$ cat src/rtl/cpu_defs.sv
// Shared definitions for the ALU sequencer: ALU operation codes (common with the ALU),
// instruction opcode nibbles and the sequencer state encoding.
package cpu_defs;

  localparam logic [2:0] ALU_HOLD = 3'd0;
  localparam logic [2:0] ALU_PASS = 3'd1;
  localparam logic [2:0] ALU_ADD  = 3'd2;
  localparam logic [2:0] ALU_SUB  = 3'd3;
  localparam logic [2:0] ALU_LSH  = 3'd4;
  localparam logic [2:0] ALU_RSH  = 3'd5;
  localparam logic [2:0] ALU_OR   = 3'd6;

  localparam logic [3:0] OP_NOP  = 4'h0;
  localparam logic [3:0] OP_MVAC = 4'h1;
  localparam logic [3:0] OP_ADD  = 4'h2;
  localparam logic [3:0] OP_SUB  = 4'h3;
  localparam logic [3:0] OP_LSH  = 4'h4;
  localparam logic [3:0] OP_RSH  = 4'h5;
  localparam logic [3:0] OP_OR   = 4'h6;
  localparam logic [3:0] OP_LDAC = 4'h7;
  localparam logic [3:0] OP_STAC = 4'h8;
  localparam logic [3:0] OP_JMP  = 4'h9;
  localparam logic [3:0] OP_JMPZ = 4'hA;
  localparam logic [3:0] OP_MVR  = 4'hB;
  localparam logic [3:0] OP_HALT = 4'hF;

  typedef enum logic [2:0] {
    S_IDLE    = 3'd0,
    S_FETCH   = 3'd1,
    S_DECODE  = 3'd2,
    S_EXEC    = 3'd3,
    S_MEMOP   = 3'd4,
    S_OPFETCH = 3'd5,
    S_HALT    = 3'd6
  } state_t;

endpackage

$ cat src/rtl/opcode_decoder.sv
// Combinational instruction classifier: maps the IR opcode nibble to an ALU
// operation and the class flags the sequencer branches on.
module opcode_decoder
  import cpu_defs::*;
#(
  parameter int OPW = 3,
  parameter int RSW = 4,
  parameter int IW  = 8
) (
  input  logic [IW-1:0]  ir,
  output logic [OPW-1:0] alu_op,
  output logic           is_alu,
  output logic           is_mem,
  output logic           is_jump,
  output logic           is_cond,
  output logic           legal
);

  logic [3:0] w_opc;
  logic       w_unused_r;

  assign w_opc      = ir[IW-1:IW-4];
  // The register nibble is routed straight to a_sel by the sequencer.
  assign w_unused_r = ^ir[RSW-1:0];

  always_comb begin
    alu_op  = ALU_HOLD;
    is_alu  = 1'b0;
    is_mem  = 1'b0;
    is_jump = 1'b0;
    is_cond = 1'b0;
    legal   = 1'b1;
    case (w_opc)
      OP_MVAC: begin alu_op = ALU_PASS; is_alu = 1'b1; end
      OP_ADD:  begin alu_op = ALU_ADD;  is_alu = 1'b1; end
      OP_SUB:  begin alu_op = ALU_SUB;  is_alu = 1'b1; end
      OP_LSH:  begin alu_op = ALU_LSH;  is_alu = 1'b1; end
      OP_RSH:  begin alu_op = ALU_RSH;  is_alu = 1'b1; end
      OP_OR:   begin alu_op = ALU_OR;   is_alu = 1'b1; end
      OP_LDAC, OP_STAC: is_mem = 1'b1;
      OP_JMP:  is_jump = 1'b1;
      OP_JMPZ: begin is_jump = 1'b1; is_cond = 1'b1; end
      4'hC, 4'hD, 4'hE: legal = 1'b0;
      default: ;
    endcase
  end

endmodule

$ cat src/rtl/alu_control_unit.sv
// Instruction sequencer for the 16-bit ALU datapath: fetches and decodes 8-bit
// instructions and drives ALU op, operand select, write enables and PC control.
//
// Memory handshake: mem_rd/mem_wr rise when a request starts and stay high until
// the cycle mem_ack is seen; the request drops in the following cycle. mem_ack
// is ignored when no request is outstanding. mem_rd and mem_wr are exclusive.
module alu_control_unit
  import cpu_defs::*;
#(
  parameter int OPW = 3,
  parameter int RSW = 4,
  parameter int IW  = 8
) (
  input  logic           clk,
  input  logic           rst,
  input  logic           start,
  input  logic [IW-1:0]  instr,
  input  logic           mem_ack,
  input  logic           z,
  output logic [OPW-1:0] alu_op,
  output logic [RSW-1:0] a_sel,
  output logic           ac_we,
  output logic           reg_we,
  output logic           pc_clr,
  output logic           pc_inc,
  output logic           pc_load,
  output logic           ir_load,
  output logic           mem_rd,
  output logic           mem_wr,
  output logic           addr_sel,
  output logic           busy,
  output logic           done,
  output logic           error,
  output state_t         dbg_state
);

  state_t         r_state;
  state_t         w_next;
  logic [IW-1:0]  r_ir;
  logic           r_err;

  logic [OPW-1:0] w_dec_alu_op;
  logic           w_is_alu;
  logic           w_is_mem;
  logic           w_is_jump;
  logic           w_is_cond;
  logic           w_legal;
  logic [3:0]     w_opc;
  logic           w_go;

  opcode_decoder #(.OPW(OPW), .RSW(RSW), .IW(IW)) u_dec (
    .ir      (r_ir),
    .alu_op  (w_dec_alu_op),
    .is_alu  (w_is_alu),
    .is_mem  (w_is_mem),
    .is_jump (w_is_jump),
    .is_cond (w_is_cond),
    .legal   (w_legal)
  );

  assign w_opc     = r_ir[IW-1:IW-4];
  assign w_go      = start & ~rst;
  assign dbg_state = r_state;

  always_ff @(posedge clk) begin
    if (rst) begin
      r_state <= S_IDLE;
      r_ir    <= '0;
      r_err   <= 1'b0;
    end else begin
      r_state <= w_next;
      if (ir_load) r_ir <= instr;
      // Error is decided at decode and survives in HALT until the next start.
      if (r_state == S_DECODE)
        r_err <= ~w_legal;
      else if (r_state == S_HALT && w_go)
        r_err <= 1'b0;
    end
  end

  always_comb begin
    w_next = r_state;
    case (r_state)
      S_IDLE:    if (w_go) w_next = S_FETCH;
      S_FETCH:   if (mem_ack) w_next = S_DECODE;
      S_DECODE: begin
        if (!w_legal || w_opc == OP_HALT)  w_next = S_HALT;
        else if (w_is_mem)                 w_next = S_MEMOP;
        else if (w_is_jump && !w_is_cond)  w_next = S_OPFETCH;
        else                               w_next = S_EXEC;
      end
      S_EXEC:    w_next = (w_is_cond && z) ? S_OPFETCH : S_FETCH;
      S_MEMOP:   if (mem_ack) w_next = S_FETCH;
      S_OPFETCH: if (mem_ack) w_next = S_FETCH;
      S_HALT:    if (w_go) w_next = S_FETCH;
      default:   w_next = S_IDLE;
    endcase
  end

  always_comb begin
    alu_op   = '0;
    a_sel    = '0;
    ac_we    = 1'b0;
    reg_we   = 1'b0;
    pc_clr   = 1'b0;
    pc_inc   = 1'b0;
    pc_load  = 1'b0;
    ir_load  = 1'b0;
    mem_rd   = 1'b0;
    mem_wr   = 1'b0;
    addr_sel = 1'b0;
    busy     = 1'b0;
    done     = 1'b0;
    error    = 1'b0;
    case (r_state)
      S_IDLE: begin
        if (w_go) begin
          pc_clr = 1'b1;
          busy   = 1'b1;
        end
      end
      S_FETCH: begin
        busy   = 1'b1;
        mem_rd = 1'b1;
        if (mem_ack) begin
          ir_load = 1'b1;
          pc_inc  = 1'b1;
        end
      end
      S_DECODE: begin
        busy   = 1'b1;
        alu_op = w_dec_alu_op;
        a_sel  = r_ir[RSW-1:0];
      end
      S_EXEC: begin
        // Op and operand are held from decode so z reflects a settled AC.
        busy   = 1'b1;
        alu_op = w_dec_alu_op;
        a_sel  = r_ir[RSW-1:0];
        ac_we  = w_is_alu;
        reg_we = (w_opc == OP_MVR);
        if (w_is_cond && !z) pc_inc = 1'b1;
      end
      S_MEMOP: begin
        busy     = 1'b1;
        addr_sel = 1'b1;
        mem_rd   = (w_opc == OP_LDAC);
        mem_wr   = (w_opc != OP_LDAC);
        if (mem_ack && w_opc == OP_LDAC) ac_we = 1'b1;
      end
      S_OPFETCH: begin
        busy   = 1'b1;
        mem_rd = 1'b1;
        if (mem_ack) pc_load = 1'b1;
      end
      S_HALT: begin
        if (w_go) begin
          pc_clr = 1'b1;
          busy   = 1'b1;
        end else begin
          done  = 1'b1;
          error = r_err;
        end
      end
      default: ;
    endcase
  end

endmodule

$ cat config.mk
export PLATFORM = sky130hd
export DESIGN_NAME = alu_control_unit
export DESIGN_NICKNAME = d
export VERILOG_FILES = /design/src/rtl/cpu_defs.sv /design/src/rtl/opcode_decoder.sv /design/src/rtl/alu_control_unit.sv
export SDC_FILE = /design/constraint.sdc
export NUM_CORES = 1
export LEC_CHECK = 0
export ABC_AREA = 1
export CORE_UTILIZATION = 45
export DETAILED_ROUTE_END_ITERATION = 10
export PLACE_DENSITY = 0.83
export SETUP_SLACK_MARGIN = 0.05
export SLEW_MARGIN = 40
export SYNTH_ARGS = -nofsm -noshare
export SYNTH_HDL_FRONTEND = slang
export SYNTH_HIERARCHICAL = 1
export SYNTH_SLANG_ARGS = --single-unit
$ cat constraint.sdc
create_clock -name clk -period 3 [get_ports clk]
set_input_delay 0.45 -clock clk [delete_from_list [all_inputs] [get_ports clk]]
set_output_delay 0.45 -clock clk [all_outputs]
set_load 0.1 [all_outputs]
### After elaboration in Yosys (flattened, before gate mapping)

Index checks and enable logic that the tools add are counted.

* register bits after elaboration: 12
* input bits: 13
* output and inout bits: 22
* word-level logic and storage cells: 85

* equal/unequal tests: 25
* muxes and demuxes: 35
* bitwise gates (word level): 2
* reduce and logical (&&, ||, !) cells: 20

Operator list (number)
* 4-bit equality test, second input constant: 8
* 3-bit two-way mux: 8
* 1-bit two-way mux: 20
* 3-bit case mux with 6 select lines: 1
* 4-bit by 3-bit equality test with 1-bit output, second input constant: 4
* 3-bit case mux with 5 select lines: 1
* 2-bit OR reduction: 6
* 3-bit equality test, second input constant: 3
* 4-bit by 2-bit equality test with 1-bit output, second input constant: 2
* 1-bit case mux with 2 select lines: 4
* 3-bit by 2-bit equality test with 1-bit output, second input constant: 2
* 6-bit OR reduction: 1
* 1-bit logical AND: 5
* 5-bit OR reduction: 1
* 4-bit by 1-bit equality test with 1-bit output, second input constant: 1
* 4-bit two-way mux: 1
* 2-bit by 1-bit != test with 1-bit output, second input constant: 2
* 4-bit by 3-bit != test with 1-bit output, second input constant: 1
* 3-bit by 1-bit equality test with 1-bit output, second input constant: 1
* 3-bit logical NOT: 1
* 3-bit AND reduction: 1
* 3-bit OR reduction: 1
* 1-bit logical NOT: 2
* 2-bit != test, second input constant: 1
* 4 further kinds: 4

### Longest topological paths before layout

* depth in word-level cells: 8
* mapped depth: 12
* depth with buffers taken out: 12

### Cells and area by module

The synthesis kept the hierarchy.

By module, submodules not included
* alu_control_unit: instances 1, cells each 129, area each 745.7 µm², sequential area each 240.2 µm²
* opcode_decoder: instances 1, cells each 28, area each 113.9 µm², sequential area each 0.0 µm²

### Worst setup path before layout

No wires, ideal clock.

* path type: reg2out
* from: register r_state[2], in the netlist dbg_state[2]
* to: output ac_we
* arrival time: 4.380 ns
* data required time: 2.550 ns
* slack: -1.830 ns
* cell stages (with the launch flop): 7
* cells stage by stage: dfxtp_1 inv_1 nor2_1 inv_1 nor2_1 nand2_1 o21ai_1

* cells in the longest elaborated chain, start to end: 2

RTL lines
* from (decl): RTL line alu_control_unit.sv:37 `state_t r_state;`
* from (signal assigned): RTL line alu_control_unit.sv:71 `r_state <= w_next;`
* 3-bit equality test or 3-bit by 2-bit equality test with 1-bit output (tied branches): RTL line alu_control_unit.sv:115 `case (r_state)`
* 1-bit case mux with 2 select lines (*): RTL line alu_control_unit.sv:115
* to (decl): RTL line alu_control_unit.sv:22 `output logic ac_we,`

Every way passes the cells marked *; elsewhere a longest branch is shown, timed or not.

### Worst setup path in the final report

* from: register r_state[0], in the netlist dbg_state[0]
* to: output a_sel[0]

* cells in the longest elaborated chain, start to end: 3

RTL lines
* 3-bit by 2-bit equality test with 1-bit output: RTL line alu_control_unit.sv:115
* 2-bit OR reduction (no line) (*)
* 4-bit two-way mux (*): RTL line alu_control_unit.sv:115
* to (decl): RTL line alu_control_unit.sv:21 `output logic [RSW-1:0] a_sel,`

Marks and branches as above.

==> results.ini <==
[global_routing]
grt_max_degree = 16
first_global_vias = 911
grt-ovfl-total = 0
grt.total_usage_pct = 23.4
grt_first_pass_wirelength_mm = 3.54
antenna_found_initial = 0

[min_path]
hold_path_depth = 2
hold_path_class = flip-flop to flip-flop
hp-start = r_ir[3]$_SDFFE_PP0P_

[logic_synthesis]
synth-seq-area-share_pct = 27.9
yosys.cell_types.count = 16
synth_cells = 157
postSynthNetCount = 170
avgSynthCellArea_um2 = 5.47
ys_ff_latch = 12
ys_warn_count = 6
syn_area_um2 = 860

[timing]
slew_headroom_pct = 69.9
hold_viol = 0
drv_slew = 0
min_period_over_period_pct = 75.7
setup-tns-final_ns = 0
fin_crit_ns = 2.27
tightestPinTransition_ns = 0.451
fin_ws_ns = 0.730
finClkSkew_ns = 0.00324
setup_violations = 0
holdWs_ns = 0.480
fmax_mhz = 440
rsz0062_at_grt = false

[drt]
first_pass_iters = 4
drcViolationCount = 0
drt_iter0_drc = 24
vias = 1046
post_drt_wl_per_cell_um = 9.95
antenna_left = 0
vias_per_cell = 4.78
drt-total-wl_mm = 2.18

[clock_tree]
clk_pin_slew_ns = 0.07
postCtsSetupRepairBufs = 0
cts_max_level = 1
cts_tree = yes
cts-resized-gates = 0
clk_latency_ns = 0.27
cts-root-buf = clkbuf_4
clkSinkCount = 12
hold_buffers = 0
numCtsBuffers = 3
cts_buffer_depth = 2

[critical_path]
cp.arrival_ns = 1.82
critPathLaunchType = flip-flop
critPathCaptureType = output pin
required_ns = 2.55
r2r-start = r_ir[6]$_SDFFE_PP0P_
crit_buf_inv = 3
path_max_fanout = 8
critPathKind = flip-flop to output pin
path_depth = 7
crit_start = dbg_state[0]$_SDFFE_PP0P_
critical_path.top_delay_family = buffers and inverters
crit_path_top_delay_cell = dfxtp_2
reg2regPathDepth = 11
path_cells = nand2_1, nor2_2, inv_1, nand2_1, inv_1, nor2_2, buf_4
cp_slowest_stage_delay_ns = 0.45

[finish]
area_growth_pct = 56.6
antenna_cells = 0
drive_gt1_share_pct = 26.3
fillers = 153
final-seq-area_um2 = 244
multi_input_area_um2 = 552
fin_nets = 208

[die]
core.rowCount = 15
die_x_um = 45.7
start_util_pct = 48.7
core-area_mm2 = 0.00176
io-pin-count = 35
die_h_um = 45.7
die_area_mm2 = 0.00209

[power_and_ir_drop]
power.density_mw_per_mm2 = 637
ir_drop_mv = 0.435
power_uw = 858
power_leakage_uw = 0.000619

[placement]
dp_hpwl_mm = 1.77
io_buffers = 34
dpl_worst_slack_ns = 0.744
place_congestion = 0.829

[run_status]
status = finished, final reports clean

[job]
maxCapViolations = 0

-- metal layers --
| metal | vias up | GRT usage [%] | routed length [um] |
|---|---|---|---|
| li1 | 553 | - | - |
| met1 | 454 | 26.5 | 936 |
| met2 | 34 | 43.4 | 1110 |
| met3 | 5 | 1.19 | 89 |
| met4 | 0 | 12.4 | 46 |
| met5 | - | 0 | 0 |
-- layout by cell type, fill, tap and decap left out --
| cell type | n |
|---|---|
| buf_12 | 5 |
| nand2_1 | 41 |
| buf_4 | 17 |
| o21ai_4 | 1 |
| inv_2 | 2 |
| nor2_2 | 11 |
| o31ai_4 | 1 |
| dfxtp_2 | 3 |
| nand3_2 | 1 |
| nor2_4 | 1 |
| dfxtp_1 | 9 |
| o21ai_2 | 2 |
| clkbuf_4 | 3 |
| nor3_2 | 2 |
| nor2_1 | 19 |
| o21ai_0 | 5 |
| a21oi_1 | 13 |
| nor4_4 | 1 |
| inv_1 | 34 |
| clkdlybuf4s50_1 | 12 |
| o21ai_1 | 4 |
| nand3_1 | 6 |
| clkbuf_8 | 1 |
-- final timing paths --
path,end,slack [ns]
min,r_ir[3]$_SDFFE_PP0P_,0.48
max reg2reg,dbg_state[1]$_SDFFE_PP0P_,1.51
min reg2reg,r_ir[3]$_SDFFE_PP0P_,0.48
max,a_sel[0],0.73
-- tightest hold or removal path, stage by stage (launching register included) --
cell,delay [ns]
dfxtp_1,0.30
inv_1,0.07
a21oi_1,0.06
-- Yosys cell counts (all sizes together) --
cell type  instances  area share [%]
dfxtp             12              28
nor2              31              15
o21ai             12             7.4
nor4               1            0.73
a21oi             13             7.6
nand2             41              18
inv               36              16
nor3               2             1.2
buf                1             1.3
o31ai              1            0.87
nand3              7             4.7
-- metrics by stage --
stage	area [um^2]	util [%]	cells
final	1350	76.3	219
after global routing	1350	76.3	219
after CTS	1350	76.3	219
after detailed placement	1310	74.3	215
after global placement	1310	74.3	215
after floorplan	942	-	157
-- sequential cells by signal (all words and copies together), names as in the netlist --
| register | flops |
|---|---|
| r_ir | 8 |
| dbg_state | 3 |
| r_err | 1 |
-- area by class of cell --
| type | instances | share of cell area [%] |
|---|---|---|
| inverters | 36 | 10.0 |
| multi-input cells | 108 | 41.0 |
| repair buffers | 34 | 25.8 |
| clock buffers | 4 | 2.70 |
| well taps | 25 | 2.32 |
| flip-flops and latches | 12 | 18.1 |
-- logic make-up (layout without fill, tap and decap cells) --
kind of cell / count (synthesis) / after routing / synth area share, %
buf+inv: 37 / 74 / 17.0
flops: 12 / 12 / 27.9
simple gates: 82 / 82 / 39.2
compound gates: 26 / 26 / 15.9
-- power by group --
part	total (uW)	switching, uW	internal, uW
logic	498	356	142
clock network	126	52.6	73.8
registers	233	45.8	188
total	858	455	403
No activity file was read; power rests on OpenSTA's default activity.
